**src/rtl/reg_scoreboard.sv**
```systemverilog
// Register-file hazard scoreboard: one pending-write bit per register, issue hold-off, drain handshake.
// Optional same-cycle write-back bypass of the hazard check: define REG_SCOREBOARD_WB_BYPASS_EN.
module reg_scoreboard #(
  parameter int STALL_CNT_W = 16,
  parameter int ZERO_REG    = 31
) (
  input  logic                   clk_i,
  input  logic                   rst_n_i,
  input  logic                   issue_valid_i,
  output logic                   issue_ready_o,
  input  logic [4:0]             issue_rn_i,
  input  logic                   issue_rn_en_i,
  input  logic [4:0]             issue_rm_i,
  input  logic                   issue_rm_en_i,
  input  logic [4:0]             issue_rd_i,
  input  logic                   issue_rd_en_i,
  input  logic                   wb_valid_i,
  input  logic [4:0]             wb_rd_i,
  input  logic                   drain_req_i,
  output logic                   drain_done_o,
  output logic [31:0]            pending_o,
  output logic                   wb_error_o,
  output logic [STALL_CNT_W-1:0] stall_count_o
);

  localparam logic [4:0] ZR = 5'(ZERO_REG);

  typedef enum logic [1:0] {
    S_RUN,
    S_DRAIN,
    S_DRAINED
  } state_e;

  state_e                 state_q;
  logic                   drain_done_q;
  logic [31:0]            pending_q, pending_d;
  logic                   wb_error_q, wb_error_d;
  logic [STALL_CNT_W-1:0] stall_q, stall_d;
  logic [31:0]            hz_vec;
  logic                   hazard, accept;

`ifdef REG_SCOREBOARD_WB_BYPASS_EN
  logic [31:0] wb_mask;

  // A register retiring this cycle no longer blocks its consumer.
  always_comb begin
    wb_mask = '0;
    if (wb_valid_i) wb_mask[wb_rd_i] = 1'b1;
  end

  always_comb begin
    hz_vec           = pending_q & ~wb_mask;
    hz_vec[ZERO_REG] = 1'b0;
  end
`else
  always_comb begin
    hz_vec           = pending_q;
    hz_vec[ZERO_REG] = 1'b0;
  end
`endif

  // WAW also stalls, so each register has at most one write in flight.
  assign hazard = (issue_rn_en_i & hz_vec[issue_rn_i])
                | (issue_rm_en_i & hz_vec[issue_rm_i])
                | (issue_rd_en_i & hz_vec[issue_rd_i]);

  assign issue_ready_o = (state_q == S_RUN) & ~hazard & rst_n_i;
  assign accept        = issue_valid_i & issue_ready_o;

  always_comb begin
    pending_d  = pending_q;
    wb_error_d = wb_error_q;
    if (wb_valid_i) begin
      if (wb_rd_i == ZR || !pending_q[wb_rd_i]) wb_error_d = 1'b1;
      else                                      pending_d[wb_rd_i] = 1'b0;
    end
    // Allocation is applied after retirement so a same-register set wins.
    if (accept && issue_rd_en_i && issue_rd_i != ZR) pending_d[issue_rd_i] = 1'b1;
  end

  always_comb begin
    stall_d = stall_q;
    if (issue_valid_i && !issue_ready_o && stall_q != '1) stall_d = stall_q + 1'b1;
  end

  always_ff @(posedge clk_i) begin
    if (!rst_n_i) begin
      pending_q  <= '0;
      wb_error_q <= 1'b0;
      stall_q    <= '0;
    end else begin
      pending_q  <= pending_d;
      wb_error_q <= wb_error_d;
      stall_q    <= stall_d;
    end
  end

  always_ff @(posedge clk_i) begin
    if (!rst_n_i) begin
      state_q      <= S_RUN;
      drain_done_q <= 1'b0;
    end else begin
      case (state_q)
        S_RUN: begin
          drain_done_q <= 1'b0;
          if (drain_req_i) state_q <= S_DRAIN;
        end
        S_DRAIN: begin
          if (!drain_req_i) begin
            state_q      <= S_RUN;
            drain_done_q <= 1'b0;
          end else if (pending_q == '0) begin
            state_q      <= S_DRAINED;
            drain_done_q <= 1'b1;
          end
        end
        S_DRAINED: begin
          if (!drain_req_i) begin
            state_q      <= S_RUN;
            drain_done_q <= 1'b0;
          end
        end
        default: begin
          state_q      <= S_RUN;
          drain_done_q <= 1'b0;
        end
      endcase
    end
  end

  assign drain_done_o  = drain_done_q;
  assign pending_o     = pending_q;
  assign wb_error_o    = wb_error_q;
  assign stall_count_o = stall_q;

endmodule
```
**config.mk**
```make
export PLATFORM = sky130hd
export DESIGN_NAME = reg_scoreboard
export DESIGN_NICKNAME = d
export VERILOG_FILES = /design/src/rtl/reg_scoreboard.sv
export SDC_FILE = /design/constraint.sdc
export NUM_CORES = 1
export LEC_CHECK = 0
export CAP_MARGIN = 20
export CORE_UTILIZATION = 57
export CTS_BUF_LIST = sky130_fd_sc_hd__clkbuf_4 sky130_fd_sc_hd__clkbuf_8
export DETAILED_ROUTE_END_ITERATION = 16
export HOLD_SLACK_MARGIN = 0.06
export PLACE_DENSITY = 0.95
export SLEW_MARGIN = 20
export SYNTH_ARGS = -nofsm -noshare
export SYNTH_HDL_FRONTEND = slang
export SYNTH_SLANG_ARGS = --single-unit
```
**constraint.sdc**
```tcl
create_clock -name clk_i -period 5.05 [get_ports clk_i]
set_clock_uncertainty 0.05 [all_clocks]
set_input_delay 0.505 -clock clk_i [delete_from_list [all_inputs] [get_ports clk_i]]
set_output_delay 0.505 -clock clk_i [all_outputs]
set_load 0.005 [all_outputs]
```
# Word level (Yosys, flattened, before mapping)
# Cells that the tools add are included.
[classes]
add_sub_neg = 1
n_mul = 0
div_mod_pow = 0
order_cmp = 6
n_eq_ne = 8
shifts = 0
n_mux = 24
bitwise_logic = 12
reduce_logical = 14
[ops]
columns = ["operator", "n"]
rows = [
  ["2-to-1 mux 32 bit", 3],
  ["bitwise AND 32 bit", 1],
  ["zero test 32 bit", 1],
  ["NOT 32 bit", 1],
  ["OR 32 bit", 1],
  ["< comparator 5 x 6 -> 1 bit (second input constant)", 4],
  ["binary-select mux 1 bit (select 5 bit)", 4],
  ["adder 16 x 1 -> 16 bit (second input constant)", 1],
  ["inequality test 16 bit (second input constant)", 1],
  ["demux 1 bit (select 5 bit)", 2],
  ["greater-or-equal comparator 5 x 1 -> 1 bit (second input constant)", 2],
  ["2-to-1 mux 1 bit", 9],
  ["2-to-1 mux 2 bit", 4],
  ["bitwise AND 1 bit", 6],
  ["logical AND 1 bit", 6],
  ["case mux 2 bit (3 select lines)", 1],
  ["== test 5 bit (second input constant)", 1],
  ["inequality test 5 bit (second input constant)", 1],
  ["inequality test 2 bit (second input constant)", 2],
  ["AND reduction 2 bit", 2],
  ["inequality test 3 bit (second input constant)", 1],
  ["AND reduction 3 bit", 1],
  ["== test 2 x 1 -> 1 bit (second input constant)", 1],
  ["== test 2 bit (second input constant)", 1],
  ["6 further kinds", 8],
]
[word_totals]
regBits = 52
latch_bits = 0
mem_bits_rw = 0
mem_bits_ro = 0
inputBits = 28
output_inout_bits = 51
elab_cells = 70
mem_count = 0

# Logic depth before layout (Yosys ltp)
# Gate-level depths: netlist of the first run.
[depth]
word_depth = 12
ltp_mapped = 11
ltp_nobuf = 7

# Worst setup path after synthesis of the first run
# No wires, ideal clock.
[synth_timing]
path_kind = "input to register"
from = "input port issue_rn_i[1]"
to = "register stall_q[1] (netlist: stall_count_o[1])"
t_arrival_ps = 2528
t_required_ps = 4872
setup_slack_ps = 2344
cell_stages = 10
path_buffers = 3
path_cell_list = "buf_6 -> mux4_2 -> and2b_1 -> a2111oi_4 -> nor4_2 -> o31ai_2 -> buf_4 -> buf_6 -> mux2i_1 -> nor2_1"
[synth_between]
elab_chain_len = 11
[synth_lines]
columns = ["item", "line_no", "source"]
rows = [
  ["start, declared", "11", "input logic [4:0] issue_rn_i,"],
  ["binary-select mux 1 bit (select 5 bit)", "63", "assign hazard = (issue_rn_en_i & hz_vec[issue_rn_i])"],
  ["2-to-1 mux 1 bit (implied by the code)", "63", ""],
  ["bitwise AND 1 bit", "63", ""],
  ["OR 1 bit", "64", "| (issue_rm_en_i & hz_vec[issue_rm_i])"],
  ["OR 1 bit", "65", "| (issue_rd_en_i & hz_vec[issue_rd_i]);"],
  ["NOT 1 bit", "67", "assign issue_ready_o = (state_q == S_RUN) & ~hazard & rst_n_i;"],
  ["bitwise AND 1 bit (2 in a row)", "67", ""],
  ["zero test 1 bit", "83", "if (issue_valid_i && !issue_ready_o && stall_q != '1) stall_d = stall_q + 1'b1;"],
  ["logical AND 1 bit (2 in a row)", "83", ""],
  ["end signal, assigned", "94", "stall_q <= stall_d;"],
  ["end, declared", "38", "logic [STALL_CNT_W-1:0] stall_q, stall_d;"],
]
# No other way between the ends. The select of a mux whose other input is x is not followed.
# A chain may end at the register's enable or synchronous reset.

# Final worst setup path of the first run
[layout_timing]
from = "input port issue_rd_i[0]"
to = "output port issue_ready_o"
[layout_between]
elab_chain_len = 7
[layout_lines]
columns = ["item", "line_no", "source"]
rows = [
  ["start, declared", "15", "input logic [4:0] issue_rd_i,"],
  ["binary-select mux 1 bit (select 5 bit)", "65", ""],
  ["2-to-1 mux 1 bit (implied by the code)", "65", ""],
  ["bitwise AND 1 bit", "65", ""],
  ["OR 1 bit", "65", ""],
  ["NOT 1 bit", "67", ""],
  ["bitwise AND 1 bit (2 in a row)", "67", ""],
  ["end, declared", "10", "output logic issue_ready_o,"],
]
# No other way between the ends. The select of a mux whose other input is x is not followed.

==> impl_metrics.env, run 1 <==
export IMPL_power_density_nw_per_um2=194
export IMPL_cap_violations=0
export IMPL_fmax_ghz=0.242
export IMPL_hold_path_class="reg -> reg"
export IMPL_drcViolationCount=0
export IMPL_rows=28
export IMPL_arrival_ns=3.57
export IMPL_utilization_pct=73.9
export IMPL_finalMaxSlewViolations=0
export IMPL_dr_pass1_iters=7
export IMPL_cp_max_fo=11
export IMPL_place_gp_congestion=0.998
export IMPL_clkSinkCount=52
export IMPL_crit_path_start_kind="input port"
export IMPL_worstReg2RegStart="pending_o[8]$_SDFF_PN0_"
export IMPL_fin_nets=452
export IMPL_yosys_top_cells_count="dfxtp_1, o211ai_1, mux4_2, nand2_1, o21ai_1"
export IMPL_io_buffer_count=78
export IMPL_hold_buffers=0
export IMPL_cp_end_kind="output port"
export IMPL_status="completed"
export IMPL_rsz0062_at_grt="false"
export IMPL_syn_instance_count=365
export IMPL_ys_ff_latch=52
export IMPL_synth_top_area_cell="dfxtp_1"
export IMPL_hold_violations=0
export IMPL_critPathLaunch="issue_rd_i[0]"
export IMPL_cts_buffers=5
export IMPL_fp_dieH_um=80.8
export IMPL_grt_max_degree=43
export IMPL_start_util_pct=59.5
export IMPL_num_io_pins=79
export IMPL_antenna_left=0
export IMPL_clk_latency_ns=0.32
export IMPL_p_leak_nw=1.42
export IMPL_htree_levels=2
export IMPL_peakVddDrop_mv=0.155
export IMPL_vias_per_cell=7.47
export IMPL_area_growth_synth_to_final_pct=24.2
export IMPL_wirelength_mm=11.8
export IMPL_postCtsSetupRepairBufs=0
export IMPL_cts_path_max_buffers=2
export IMPL_antenna_found_initial=0
export IMPL_die_area_um2=6540
export IMPL_synth_sequential_area_ratio_pct=29.4
export IMPL_cts_tree="yes"
export IMPL_die_w_um=80.8
export IMPL_drtIter0Drc=480
export IMPL_ys_warn_count=0
export IMPL_num_vias=3737
export IMPL_postCtsResizedCells=0
export IMPL_finalCritPeriodShare_pct=81.7
export IMPL_core_um2=5960
export IMPL_post_synth_num_cell_types=55
export IMPL_synthTopCellsByArea="dfxtp_1, mux4_2, o211ai_1, o31ai_2, o21ai_1"
export IMPL_min_period_ns=4.13
export IMPL_synth_net_count=394
export IMPL_holdCritStartpoint="wb_error_o$_SDFFE_PN0P_"
export IMPL_worstPathRequired_ns=4.49
export IMPL_root_buffer="clkbuf_8"
export IMPL_worstSetupPathType="in -> out"
export IMPL_grt_pass1_wl_mm=17.9
export IMPL_path_clk_slew_ns=0.10
export IMPL_dp_hpwl_mm=8.24
export IMPL_synth_edff_count=0
export IMPL_max_slew_margin_pct=50.5
export IMPL_grt_usage_pct=36.7
export IMPL_first_global_vias=3482
export IMPL_synth_main_ff_cell="dfxtp_1"
export IMPL_drive_above_1_share_pct=14.2
export IMPL_setup_viol=0
export IMPL_overflow=0
export IMPL_yosys_area_top_type_share_pct=29.4
export IMPL_routedWlPerCell_um=23.6
export IMPL_netlist_area_um2=3540
export IMPL_setup_tns_ns=0
export IMPL_async_flop_share_pct=0
export IMPL_synth_area_per_cell_um2=9.71
export IMPL_synth_most_common_cell="dfxtp_1"
export IMPL_worstMarginPinSlew_ns=0.740
-- through the flow --
stage                     worst slack, ns  instances  hold slack, ns  power (mW)  area, µm²
after detailed placement             1.01        491           0.407       0.557       4280
after global placement               1.09        491           0.405       0.553       4280
after CTS                           0.985        499           0.432       0.847       4400
after global routing                0.860        499           0.477       0.877       4400
after floorplan                      2.34        365           0.410       0.510       3540
final                               0.923        500           0.424       0.853       4400
-- power breakdown --
group	internal (mW)	switching, mW
registers	0.414	0.00631
logic	0.0565	0.0736
clock network	0.150	0.151
total	0.621	0.231
-- logic make-up (layout without fill, tap and decap cells) --
group / after synthesis / count (layout) / synth area share, %
buf+inv: 40 / 99 / 5.54
fa+ha+maj: 1 / 1 / 0.353
mux: 39 / 39 / 21.0
xor+xnor: 1 / 1 / 0.247
compound gates: 114 / 114 / 24.0
other cells: 0 / 1 / 0
simple gates: 118 / 118 / 19.5
flops: 52 / 52 / 29.4
-- cell usage in the layout (no fill, tap or decap), types with 3 or more instances in the layout --
| master | Yosys | layout |
|---|---|---|
| nand2b_1 | 3 | 3 |
| or3_1 | 10 | 10 |
| mux4_2 | 28 | 28 |
| dfxtp_1 | 52 | 52 |
| mux2i_1 | 7 | 7 |
| o211ai_1 | 34 | 34 |
| clkdlybuf4s50_1 | 0 | 78 |
| o31ai_2 | 11 | 11 |
| nand3b_1 | 8 | 8 |
| a21oi_1 | 14 | 14 |
| o21ai_0 | 6 | 6 |
| nor3b_1 | 3 | 3 |
| buf_4 | 5 | 3 |
| o31ai_1 | 7 | 7 |
| mux2_2 | 4 | 4 |
| nand2_1 | 20 | 20 |
| and2_1 | 3 | 3 |
| a31oi_1 | 3 | 3 |
| a32oi_1 | 5 | 5 |
| clkbuf_8 | 0 | 5 |
| and3_1 | 5 | 5 |
| inv_1 | 9 | 9 |
| nor4_1 | 10 | 10 |
| nand3_1 | 16 | 16 |
| nand4_1 | 7 | 7 |
| nor2b_1 | 4 | 4 |
| o21ai_1 | 20 | 20 |
| nor2_1 | 16 | 16 |
-- critical path: stages --
cell	delay, ns
clkdlybuf4s50_1	0.75
buf_4	0.31
mux4_2	0.56
a32o_1	0.24
a41oi_1	0.19
a31oi_1	0.19
nor3_4	0.26
clkdlybuf4s50_1	0.57
-- state kept, by name (all words and copies together), names as in the netlist --
register,flops
drain_done_o,1
pending_o,32
stall_count_o,16
state_q,2
wb_error_o,1
-- layout make-up --
type                       instances  area, µm²
timing repair buffer              81        803
antenna                            1       2.50
inverter                          10       37.5
sequential                        52       1040
multi-input combinational        273       2310
fill                             424       1560
tap                               75       93.8
clock buffer                       5       68.8
clock inverter                     3       46.3
-- per-layer routing --
layer / part of all wire, % / wire length (µm) / global-route usage, % / up-vias
li1: - / - / - / 1581
met1: 37 / 4400 / 49.2 / 1746
met2: 45 / 5340 / 56.1 / 334
met3: 12 / 1440 / 6.97 / 76
met4: 5.3 / 628 / 18.9 / 0
met5: 0 / 0 / 0 / -
-- worst paths after layout --
check / end / slack, ns / cells past startpoint
setup reg to reg: stall_count_o[1]$_SDFFE_PN0P_ / 2.11 / 8
hold reg to reg: wb_error_o$_SDFFE_PN0P_ / 0.42 / 2
hold / removal: wb_error_o$_SDFFE_PN0P_ / 0.42 / 2
setup / recovery: issue_ready_o / 0.92 / 8
Note: power is estimated with default switching activity, not from simulation.
==> run 2, diff against run 1 <==
- CORE_UTILIZATION: 57 -> 53
- clock period: 5.05 -> 4.1 ns (I/O delays scaled with it)
==> impl_metrics.env, run 2 (synthesis results as in run 1) <==
export IMPL_setup_tns_ns=0
export IMPL_routedWlPerCell_um=22.5
export IMPL_mostFrequentLayoutCells="clkdlybuf4s50_1, dfxtp_1, o211ai_1, mux4_2"
export IMPL_fmax_ghz=0.267
export IMPL_multi_input_area_um2=2310
export IMPL_critPathLaunch="issue_rn_i[1]"
export IMPL_setup_slack_ns=0.350
export IMPL_finalCritPeriodShare_pct=91.5
export IMPL_grt_max_degree=31
export IMPL_antenna_left=0
export IMPL_io_buffer_count=78
export IMPL_wirelength_mm=11.4
export IMPL_power_density_nw_per_um2=228
export IMPL_postCtsSetupRepairBufs=0
export IMPL_worstSetupPathType="in -> out"
export IMPL_seqPwrFrac_pct=51.3
export IMPL_worst_hold_slack_ns=0.445
export IMPL_area_growth_synth_to_final_pct=24.9
export IMPL_post_place_ws_ns=0.351
export IMPL_hold_violations=0
export IMPL_p_leak_nw=1.43
export IMPL_mostFrequentLayoutCell="clkdlybuf4s50_1"
export IMPL_drtIter0Drc=352
export IMPL_cts_buffers=5
export IMPL_reg2reg_slack_ns=1.23
export IMPL_core_um2=6390
export IMPL_drive_above_1_share_pct=15.3
export IMPL_largest_reg_flops=32
export IMPL_cts_tree="yes"
export IMPL_final_fill_count=461
export IMPL_drcViolationCount=0
export IMPL_power_frac_comb_pct=16.5
export IMPL_max_slew_margin_pct=53.8
export IMPL_clkSinkCount=52
export IMPL_place_gp_congestion=1.00
export IMPL_num_vias=3750
export IMPL_clk_latency_ns=0.33
export IMPL_setup_viol=0
export IMPL_diodes=0
export IMPL_cp_end_kind="output port"
export IMPL_cap_violations=0
export IMPL_grt_pass1_wl_mm=17.9
export IMPL_worstMarginPinSlew_ns=0.691
export IMPL_die_area_um2=7020
export IMPL_crit_path_start_kind="input port"
export IMPL_vias_per_cell=7.40
export IMPL_num_io_pins=79
export IMPL_die_w_um=83.8
export IMPL_antenna_found_initial=0
export IMPL_fp_dieH_um=83.8
export IMPL_cts_path_max_buffers=2
export IMPL_finalMaxSlewViolations=0
export IMPL_path_clk_slew_ns=0.10
export IMPL_fin_nets=458
export IMPL_rsz0062_at_grt="false"
export IMPL_dp_hpwl_mm=7.98
export IMPL_cp_max_fo=9
export IMPL_p_sw_mw=0.302
export IMPL_hold_path_class="reg -> reg"
export IMPL_htree_levels=2
export IMPL_postCtsResizedCells=0
export IMPL_dr_pass1_iters=7
export IMPL_p_int_mw=0.708
export IMPL_rows=29
export IMPL_swShare_pct=29.9
export IMPL_arrival_ns=3.29
export IMPL_hold_buffers=0
export IMPL_first_global_vias=3540
export IMPL_worstPathRequired_ns=3.64
export IMPL_grt_usage_pct=32.3
export IMPL_holdCritStartpoint="wb_error_o$_SDFFE_PN0P_"
export IMPL_worstReg2RegStart="pending_o[15]$_SDFF_PN0_"
export IMPL_start_util_pct=55.5
export IMPL_peakVddDrop_mv=0.210
export IMPL_placed_cells=499
export IMPL_p_clk_share_pct=32.2
export IMPL_min_period_ns=3.75
export IMPL_root_buffer="clkbuf_8"
export IMPL_layout_cells_non_filler=507
export IMPL_final_seq_area_um2=1040
export IMPL_overflow=0
export IMPL_status="completed"
run 2: changes by cell type in the layout (fill, tap and decap cells not counted):
cell / before / now
buf_4: 3 / 9
bufinv_16: 1 / 0
clkinv_2: 1 / 0
clkinvlp_4: 0 / 2
diode_2: 1 / 0
run 2: power groups by stage:
| stage | registers [mW] | logic (mW) | clock network [mW] |
|---|---|---|---|
| global route | 0.519 | 0.176 | 0.343 |
| finish | 0.518 | 0.166 | 0.326 |
| floorplan | 0.528 | 0.101 | 0 |
| CTS | 0.518 | 0.163 | 0.318 |
| global placement | 0.529 | 0.157 | 0 |
| detailed placement | 0.529 | 0.162 | 0 |
run 2: final timing paths:
check | to | cells past startpoint
hold reg to reg | wb_error_o$_SDFFE_PN0P_ | 2
setup reg to reg | pending_o[16]$_SDFF_PN0_ | 7
setup / recovery | issue_ready_o | 7
hold / removal | wb_error_o$_SDFFE_PN0P_ | 2
run 2: layer usage:
metal,part of all wire [%],wire length (µm),track usage [%]
met4,4.5,511,16.9
met5,0,0,0
met1,37,4230,40.4
met3,12,1340,7.32
met2,47,5320,52.1
run 2: per-stage QoR:
step	power [mW]	utilization, %	area, µm²
floorplan	0.628	-	3540
global placement	0.686	67.8	4330
detailed placement	0.691	67.8	4330
CTS	0.999	69.3	4420
global route	1.04	69.3	4420
finish	1.01	69.3	4420
run 2: critical path, stage by stage:
cell and delay [ns]:
clkdlybuf4s50_1 0.78, mux4_2 0.57, and2b_1 0.20, a2111oi_4 0.33
nor4_2 0.12, nor3_4 0.31, clkdlybuf4s50_1 0.56
run 2: final cells by class:
class                   instances  share of cell area, %
clock buffers                   5                   1.56
clock inverters                 3                  0.594
inverters                      10                  0.848
multi-input cells             273                   52.1
flip-flops and latches         52                   23.5
well taps                      77                   2.18
repair buffers                 87                   19.2
==> run 3, diff against run 2 <==
- SETUP_SLACK_MARGIN: unset -> 0.5
==> impl_metrics.env, run 3 (synthesis results as in run 1) <==
export IMPL_cap_violations=0
export IMPL_place_gp_congestion=1.00
export IMPL_drcViolationCount=0
export IMPL_finalMaxSlewViolations=0
export IMPL_mostFrequentLayoutCells="clkdlybuf4s50_1, dfxtp_1, o211ai_1, mux4_2"
export IMPL_min_period_ns=3.43
export IMPL_finalPower_mw=1.01
export IMPL_wl_met2_mm=5.25
export IMPL_diodes=0
export IMPL_cp_end_kind="output port"
export IMPL_dr_pass1_iters=5
export IMPL_routedWlPerCell_um=22.3
export IMPL_fmax_ghz=0.291
export IMPL_dr_wl_met3_mm=1.36
export IMPL_layout_cells_non_filler=508
export IMPL_clk_latency_ns=0.33
export IMPL_mostFrequentLayoutCell="clkdlybuf4s50_1"
export IMPL_root_buffer="clkbuf_8"
export IMPL_peakVddDrop_mv=0.207
export IMPL_first_global_vias=3546
export IMPL_core_um2=6390
export IMPL_finalCritPeriodShare_pct=83.8
export IMPL_worstMarginPinSlew_ns=0.691
export IMPL_hold_path_class="reg -> reg"
export IMPL_rows=29
export IMPL_max_slew_margin_pct=53.8
export IMPL_antenna_left=0
export IMPL_worstSetupPathType="in -> out"
export IMPL_cts_buffers=5
export IMPL_wl_met1_mm=4.18
export IMPL_grt_max_degree=31
export IMPL_grt_usage_pct=32.3
export IMPL_rsz0062_at_grt="false"
export IMPL_p_leak_nw=1.44
export IMPL_setup_viol=0
export IMPL_antenna_found_initial=0
export IMPL_drive_above_1_share_pct=15.5
export IMPL_crit_path_start_kind="input port"
export IMPL_cts_tree="yes"
export IMPL_fin_nets=459
export IMPL_setup_tns_ns=0
export IMPL_num_vias=3736
export IMPL_area_growth_synth_to_final_pct=25.1
export IMPL_power_density_nw_per_um2=227
export IMPL_largest_reg_flops=32
export IMPL_grt_pass1_wl_mm=17.9
export IMPL_hold_violations=0
export IMPL_overflow=0
export IMPL_fp_dieH_um=83.8
export IMPL_die_area_um2=7020
export IMPL_io_buffer_count=78
export IMPL_cp_max_fo=7
export IMPL_vias_per_cell=7.35
export IMPL_placed_cells=499
export IMPL_clkSinkCount=52
export IMPL_cts_path_max_buffers=2
export IMPL_worstPathRequired_ns=3.64
export IMPL_drtIter0Drc=388
export IMPL_num_io_pins=79
export IMPL_path_clk_slew_ns=0.10
export IMPL_arrival_ns=2.97
export IMPL_htree_levels=2
export IMPL_die_w_um=83.8
export IMPL_routed_top_layer="met4"
export IMPL_dp_hpwl_mm=7.98
export IMPL_status="completed"
export IMPL_start_util_pct=55.5
export IMPL_wirelength_mm=11.3
[run 3: layout make-up]
| type | count | area, µm² |
|---|---|---|
| Timing Repair Buffer | 88 | 857 |
| Inverter | 10 | 37.5 |
| Fill cell | 462 | 1950 |
| Tap cell | 77 | 96.3 |
| Clock inverter | 3 | 26.3 |
| Clock buffer | 5 | 68.8 |
| Multi-Input combinational cell | 273 | 2310 |
| Sequential cell | 52 | 1040 |
[run 3: worst paths after layout]
check	start	endpoint	slack (ns)	depth (start not counted)
worst max-delay path	issue_rm_i[0]	issue_ready_o	0.67	7
worst min-delay path	wb_error_o$_SDFFE_PN0P_	wb_error_o$_SDFFE_PN0P_	0.44	2
worst max register to register	pending_o[22]$_SDFF_PN0_	pending_o[25]$_SDFF_PN0_	1.24	8
worst min register to register	wb_error_o$_SDFFE_PN0P_	wb_error_o$_SDFFE_PN0P_	0.44	2
[run 3: layer usage]
metal	GRT usage, %	vias up
met4	16.8	0
met3	7.52	64
li1	-	1598
met2	52.3	312
met5	0	-
met1	40.2	1762
[run 3: what timing repair did]
action,CTS,global route
setup endpoints to repair,1,1
hold buffers,0,0
pin swaps,1,0
buffers inserted,1,0
gates resized for setup,1,1
[run 3: power by group]
part | switching [mW] | internal [mW]
Sequential | 0.00765 | 0.510
Clock | 0.197 | 0.125
Combinational | 0.0930 | 0.0742
[run 3: stage by stage]
step / util [%] / setup slack (ns) / instance area, µm² / hold slack [ns]
2_1_floorplan: - / 1.49 / 3540 / 0.410
4_1_cts: 69.4 / 0.584 / 4430 / 0.442
3_5_place_dp: 67.8 / 0.351 / 4330 / 0.415
5_1_grt: 69.4 / 0.545 / 4430 / 0.497
6_report: 69.4 / 0.666 / 4430 / 0.444
3_3_place_gp: 67.8 / 0.447 / 4330 / 0.415
[run 3: critical path: stages]
cell	delay, ns
clkdlybuf4s50_1	0.69
mux4_2	0.55
mux2_2	0.29
nand3b_1	0.11
a31oi_1	0.17
nor3_4	0.24
clkdlybuf4s50_1	0.52
